===== config.mk =====
export PLATFORM = sky130hd
export DESIGN_NAME = wb_write_queue
export DESIGN_NICKNAME = d
export VERILOG_FILES = /design/src/rtl/wb_write_queue.sv
export SDC_FILE = /design/constraint.sdc
export NUM_CORES = 1
export LEC_CHECK = 0
export CORE_ASPECT_RATIO = 0.6
export CORE_MARGIN = 4
export CORE_UTILIZATION = 48
export DETAILED_ROUTE_END_ITERATION = 10
export PLACE_DENSITY = 0.68
export SYNTH_ARGS = -nofsm -noshare
export SYNTH_HDL_FRONTEND = slang
export SYNTH_SLANG_ARGS = --single-unit

===== constraint.sdc =====
create_clock -name clk -period 3.21 [get_ports clk]
set_input_delay 0.642 -clock clk [delete_from_list [all_inputs] [get_ports clk]]
set_output_delay 0.642 -clock clk [all_outputs]
set_load 0.02 [all_outputs]

===== src/rtl/wb_write_queue.sv =====
// =============================================================================
// wb_write_queue
// -----------------------------------------------------------------------------
// Purpose:
//   Writeback-side initiator for the 16x16 register file write port. Results
//   from variable-latency producers (ALU, load unit) are buffered in an
//   in-order FIFO. At most one entry per cycle is drained into the register
//   file. A per-register pending scoreboard lets decode stall reads of
//   registers that still have queued writes.
//
// Parameters:
//   DEPTH    FIFO entries; power of two, >= 2
//   DROP_R0  1: pushes targeting R0 complete the handshake but are discarded
//
// Ports:
//   clk          in   clock, all state updates on the rising edge
//   rst          in   asynchronous, active-high reset
//   flush        in   synchronous clear of FIFO and scoreboard
//   in_valid     in   producer has a result
//   in_ready     out  queue can accept a result this cycle
//   in_reg       in   destination register id
//   in_data      in   result value
//   hold         in   suppress draining this cycle
//   DstReg       out  register file write id (FIFO head, 0 when empty)
//   DstData      out  register file write data (FIFO head, 0 when empty)
//   WriteReg     out  register file write enable
//   SrcReg1      in   decode read id 1
//   SrcReg2      in   decode read id 2
//   Src1Pending  out  SrcReg1 has at least one queued write
//   Src2Pending  out  SrcReg2 has at least one queued write
//   count        out  number of occupied FIFO entries
// =============================================================================
module wb_write_queue #(
    parameter int DEPTH   = 4,
    parameter int DROP_R0 = 1
) (
    input  logic                         clk,
    input  logic                         rst,
    input  logic                         flush,
    input  logic                         in_valid,
    output logic                         in_ready,
    input  logic [3:0]                   in_reg,
    input  logic [15:0]                  in_data,
    input  logic                         hold,
    output logic [3:0]                   DstReg,
    output logic [15:0]                  DstData,
    output logic                         WriteReg,
    input  logic [3:0]                   SrcReg1,
    input  logic [3:0]                   SrcReg2,
    output logic                         Src1Pending,
    output logic                         Src2Pending,
    output logic [$clog2(DEPTH+1)-1:0]   count
);

    // -------------------------------------------------------------------------
    // Derived widths
    // -------------------------------------------------------------------------
    localparam int PW = (DEPTH > 1) ? $clog2(DEPTH) : 1;
    localparam int CW = $clog2(DEPTH + 1);
    localparam int NUM_REGS = 16;

    localparam logic [CW-1:0] FULL_COUNT = CW'(DEPTH);

    // -------------------------------------------------------------------------
    // State
    // -------------------------------------------------------------------------
    logic [PW-1:0] rdPtr;
    logic [PW-1:0] wrPtr;
    logic [CW-1:0] occupancy;

    // Entry storage. The head must be visible in the same cycle it becomes
    // valid, so the read side is asynchronous; with only DEPTH entries this
    // maps to distributed registers rather than a block RAM.
    logic [3:0]  regMem  [DEPTH];
    logic [15:0] dataMem [DEPTH];

    // -------------------------------------------------------------------------
    // Handshake / drain control
    // -------------------------------------------------------------------------
    logic        notEmpty;
    logic        isFull;
    logic        pushFire;
    logic        dropPush;
    logic        storePush;
    logic        popFire;
    logic [3:0]  headReg;
    logic [15:0] headData;
    logic [NUM_REGS-1:0] pendingVec;

    assign notEmpty = (occupancy != '0);
    assign isFull   = (occupancy == FULL_COUNT);

    // Readiness depends only on the current occupancy: a pop in the same
    // cycle does not free a slot for a push into a full queue.
    assign in_ready = ~isFull & ~flush;
    assign pushFire = in_valid & in_ready;

    // R0 writes are architecturally meaningless when DROP_R0 is set; the
    // producer still sees a completed handshake but nothing is stored.
    assign dropPush  = (DROP_R0 != 0) && (in_reg == 4'd0);
    assign storePush = pushFire & ~dropPush;

    // The register file accepts every cycle, so a presented write is a pop.
    assign WriteReg = notEmpty & ~hold & ~flush;
    assign popFire  = WriteReg;

    assign headReg  = regMem[rdPtr];
    assign headData = dataMem[rdPtr];

    assign DstReg  = notEmpty ? headReg  : 4'd0;
    assign DstData = notEmpty ? headData : 16'd0;

    assign count = occupancy;

    // -------------------------------------------------------------------------
    // Entry storage writes (no reset needed: validity is tracked by pointers)
    // -------------------------------------------------------------------------
    always_ff @(posedge clk) begin
        if (storePush) begin
            regMem[wrPtr]  <= in_reg;
            dataMem[wrPtr] <= in_data;
        end
    end

    // -------------------------------------------------------------------------
    // Pointers and occupancy
    // -------------------------------------------------------------------------
    always_ff @(posedge clk or posedge rst) begin
        if (rst) begin
            rdPtr     <= '0;
            wrPtr     <= '0;
            occupancy <= '0;
        end else if (flush) begin
            rdPtr     <= '0;
            wrPtr     <= '0;
            occupancy <= '0;
        end else begin
            // Power-of-two depth: pointers wrap naturally.
            if (storePush) begin
                wrPtr <= wrPtr + PW'(1);
            end
            if (popFire) begin
                rdPtr <= rdPtr + PW'(1);
            end
            case ({storePush, popFire})
                2'b10:   occupancy <= occupancy + CW'(1);
                2'b01:   occupancy <= occupancy - CW'(1);
                default: occupancy <= occupancy;
            endcase
        end
    end

    // -------------------------------------------------------------------------
    // Pending scoreboard: one small counter per architectural register.
    // A counter (not a flag) is needed because the same register may have
    // several writes in flight at once.
    // -------------------------------------------------------------------------
    genvar gi;
    generate
        for (gi = 0; gi < NUM_REGS; gi++) begin : g_sb
            logic [CW-1:0] cntQ;
            logic          incHit;
            logic          decHit;

            assign incHit = storePush && (in_reg == 4'(gi));
            assign decHit = popFire && (headReg == 4'(gi));

            always_ff @(posedge clk or posedge rst) begin
                if (rst) begin
                    cntQ <= '0;
                end else if (flush) begin
                    cntQ <= '0;
                end else if (incHit && !decHit) begin
                    cntQ <= cntQ + CW'(1);
                end else if (decHit && !incHit) begin
                    cntQ <= cntQ - CW'(1);
                end
            end

            assign pendingVec[gi] = (cntQ != '0);
        end
    endgenerate

    assign Src1Pending = pendingVec[SrcReg1];
    assign Src2Pending = pendingVec[SrcReg2];

endmodule

==> flow_results.org <==
** Run status
- The run finished with clean final reports.

** Route
- Once detail routing completed, the nets flagged for antenna violations numbered 0.
- The final route contains 5,551 vias.
- For this block, the initial DRC count from the detailed router was 470.
- Before antenna repair, the detailed router went through 5 iterations.
- After detailed routing, the average wire length per cell comes to 19.4 microns.
- Dividing the detail-routed via count by the number of cells gives 5.94.
- In the routed design, unresolved DRC markers number 0.
- Detailed Route WL :: 18,200 microns

** STA
- Based on the critical path, the design can be clocked at up to 319 MHz.
- At the pin with the least slew margin, the transition time is 786 ps.
- Setup violations remaining at the end of the flow were counted as 0.
- Counting I/O delays and the setup requirement, the final critical path takes 3140 ps.
- Headroom to the max-slew limit came out at 0.476.
- The clock arrives with 12.1 ps of skew.
- Number of hold violations in the final report :: 0
- The total count of max-transition violations in the final report came to 0.
- Dividing the final minimum period by the clock period gives 0.978.
- The tightest hold path in the finished design has a slack of 507 ps.

** Place
- The HPWL after detailed placement is 12,900 microns.
- Placed Cells :: 900
- Port Buf Inserts :: 59
- Final weighted congestion in routability-driven placement :: 0.837

** Clock tree
- Clock-pin slew was measured on the worst setup and hold paths at 70 ps.
- Longest Clk Path Bufs :: 2
- Number of buffers created by CTS :: 17
- In this run the clock root is driven by a sky130_fd_sc_hd__clkbuf_16.
- Clock network latency to the later pin of the worst-skew pair :: 420 ps
- Count of clock tree sinks :: 135
- CTS tree :: yes
- The H-tree was split into 4 levels.

** Final layout
- Layout overhead on the synthesized area :: 24.9%
- In the final layout, the share of cells above drive strength 1 is 0.213.
- At the end of the flow, the number of nets in the layout was 774.
- Total inserted antenna cells :: 0
- Count of non-filler cells in the finished layout :: 935

** Synthesis
- Netlist Area Pre-Place :: 7570 sq um
- Ys flop type :: sky130_fd_sc_hd__edfxtp_1
- In this run the mean area of a mapped cell was 12.5 sq um.
- Number of library cell types mapped by synthesis :: 57
- Number of standard cells after synthesis :: 605
- Counting flops with a built-in enable in the synthesized netlist gives 80.
- Yosys printed 0 warnings.
- Synthesis inferred 135 register bits.
- Of the synthesized area, sequential elements account for 0.499.
- Proportion of register bits with asynchronous set or reset after synthesis :: 0.407
- Post-Synthesis Net Count :: 660

** Global route
- The first global-routing pass estimated 29,100 microns of wire.
- Antenna violations before repair :: 0
- Entering global routing, the biggest net connects 56 pins.
- Via count of the first global-routing pass :: 5,411
- Overall track demand over capacity in global routing :: 0.211
- Remaining Overflow, GRT :: 0

** Critical path
- Required time reported for the critical path endpoint :: 2570 ps
- R2R depth :: 10
- The critical path goes through or3_4, mux4_2, mux4_2, clkdlybuf4s15_1.
- On the worst path, the slowest cell contributes a delay of 470 ps.
- STA puts the critical path data arrival time at 2500 ps.
- Critical Path Start Type :: flop
- In this run the critical register-to-register path is captured at g_sb[7].cntQ[2]$_DFFE_PP0P_.
- Register-to-register setup slack :: 130 ps
- The number of buffers and inverters on the critical path is 1.
- Among the stages of the critical path, the cell type that occurs most often is sky130_fd_sc_hd__mux4_2.
- Nature of the critical path endpoint :: output pin
- Critical Path Slowest Stage Cell :: sky130_fd_sc_hd__mux4_2
- Broken down by cell family, the worst path's largest delay share belongs to multiplexers.
- The startpoint identified for the worst register-to-register timing path is rdPtr[0]$_DFFE_PP0P_.
- Top fanout value on the critical path :: 3
- Crit path kind :: reg -> out

** Die
- The initial utilization of the core area, before any placement, comes to 0.491.
- In this run the vertical extent of the chip is 105 microns.
- Overall die area :: 17,900 sq um
- Die outline width :: 170 microns
- Std-Cell Rows :: 35
- 60 I/O pins were placed.
- The core region is 15,400 sq um.

** Power
- IR Drop Worst-Case VDD :: 414 uV
- In this run the power density over the cells is 631 nW/um^2.
- Leakage power total :: 3.61 nW

** Run
- Max Cap Violations :: 0

** Hold path
- Hold Crit Depth :: 1
- Hold crit path type :: reg -> reg
- Hold path startpoint :: g_sb[0].cntQ[2]$_DFFE_PP0P_
- Destination of the worst hold path :: g_sb[0].cntQ[2]$_DFFE_PP0P_
-- worst max path at each step --
stage	from	end	slack, ps	cells past startpoint
finish	g_sb[10].cntQ[2]$_DFFE_PP0P_	Src2Pending	70	4
global placement	SrcReg2[0]	Src2Pending	-230	4
floorplan	flush	g_sb[2].cntQ[1]$_DFFE_PP0P_	170	8
global route	rdPtr[0]$_DFFE_PP0P_	g_sb[11].cntQ[2]$_DFFE_PP0P_	-6	9
CTS	rdPtr[0]$_DFFE_PP0P_	DstReg[3]	0.7	4
detailed placement	SrcReg1[0]	Src1Pending	-290	4
-- stage by stage --
step / setup TNS (ps) / instance area (sq um) / setup slack [ps] / total power [mW] / utilization
after CTS: 0 / 9430 / 0.743 / 5.98 / 0.612
after global placement: -560 / 8800 / -225 / 3.95 / 0.571
after global routing: -5.55 / 9450 / -5.55 / 6.23 / 0.613
final: 0 / 9450 / 71.9 / 5.96 / 0.613
after detailed placement: -1320 / 8800 / -293 / 4.00 / 0.571
after floorplan: 0 / 7570 / 171 / 3.21 / -
-- layer usage --
metal	routed length (microns)	track usage	up-vias
li1	-	-	2515
met1	8120	0.309	2807
met2	8410	0.317	200
met3	1330	0.0454	29
met4	318	0.0667	0
met5	0	0	-
-- layout by cell type, fill, tap and decap left out, types with 5 or more instances in the layout --
cell	netlist	routed
sky130_fd_sc_hd__a21oi_1	8	8
sky130_fd_sc_hd__clkdlybuf4s50_1	0	54
sky130_fd_sc_hd__clkinv_8	0	5
sky130_fd_sc_hd__nand3_1	10	10
sky130_fd_sc_hd__nor3b_1	9	8
sky130_fd_sc_hd__inv_8	0	5
sky130_fd_sc_hd__ha_1	6	6
sky130_fd_sc_hd__dfrtp_1	55	54
sky130_fd_sc_hd__mux4_2	29	30
sky130_fd_sc_hd__o21ai_0	12	12
sky130_fd_sc_hd__xnor3_1	11	11
sky130_fd_sc_hd__clkbuf_16	0	17
sky130_fd_sc_hd__fa_1	16	16
sky130_fd_sc_hd__nor3_1	43	43
sky130_fd_sc_hd__and3_1	6	6
sky130_fd_sc_hd__or3_1	25	20
sky130_fd_sc_hd__nor2_1	43	43
sky130_fd_sc_hd__or4_1	9	9
sky130_fd_sc_hd__o21a_1	8	8
sky130_fd_sc_hd__edfxtp_1	80	80
sky130_fd_sc_hd__and2_1	33	33
sky130_fd_sc_hd__nor4_1	7	7
sky130_fd_sc_hd__buf_4	4	67
sky130_fd_sc_hd__inv_1	37	36
sky130_fd_sc_hd__nand2_1	19	19
sky130_fd_sc_hd__nand2b_1	6	6
sky130_fd_sc_hd__mux2i_1	8	8
sky130_fd_sc_hd__nand4_1	11	11
sky130_fd_sc_hd__and4_1	12	12
sky130_fd_sc_hd__a211oi_1	10	10
sky130_fd_sc_hd__a211o_1	7	7
sky130_fd_sc_hd__or3_4	0	5
-- logic make-up after synthesis --
logic type,share of synthesized area
xor gates and xnor gates,0.0374
adders and majority gates,0.0522
AOI/OAI and AO/OA,0.0628
and+or+nand+nor,0.206
muxes,0.102
buffers and inverters,0.0405
DFF,0.499
-- sequential cells by signal, indices dropped and copies added, names as in the netlist --
signal	count
g_sb.cntQ	48
rdPtr	2
count	3
dataMem	64
regMem	16
wrPtr	2
-- Yosys cell counts, types with 12 or more instances --
cell	instances	area, sq um
sky130_fd_sc_hd__buf_2	14	70.1
sky130_fd_sc_hd__and2_1	33	206
sky130_fd_sc_hd__clkbuf_1	16	60.1
sky130_fd_sc_hd__nand2_1	19	71.3
sky130_fd_sc_hd__and4_1	12	105
sky130_fd_sc_hd__mux4_2	29	653
sky130_fd_sc_hd__inv_1	37	139
sky130_fd_sc_hd__nor3_1	43	215
sky130_fd_sc_hd__nor2_1	43	161
sky130_fd_sc_hd__dfrtp_1	55	1380
sky130_fd_sc_hd__fa_1	16	320
sky130_fd_sc_hd__or3_1	25	156
sky130_fd_sc_hd__edfxtp_1	80	2400
sky130_fd_sc_hd__o21ai_0	12	60.1
-- final cells by class --
cell class,count,area [sq um]
clock buffer,17,425
tap,203,254
clock inverter,15,181
multi-input combinational,397,3520
inverter,38,143
timing repair buffer,130,1150
sequential,135,3780
fill,1162,5960
-- power by group --
part / internal, mW / leakage [nW] / switching, mW
clock network: 1.05 / 0.296 / 0.906
logic: 0.928 / 1.83 / 1.02
registers: 1.96 / 1.49 / 0.0959
-- what timing repair did --
item,CTS,global route
hold buffers,0,0
gates resized for setup,12,6
pin swaps,0,1
setup endpoints to repair,15,13
setup buffers,0,3
gates cloned,0,0
Note: power is estimated with default switching activity, not from simulation.
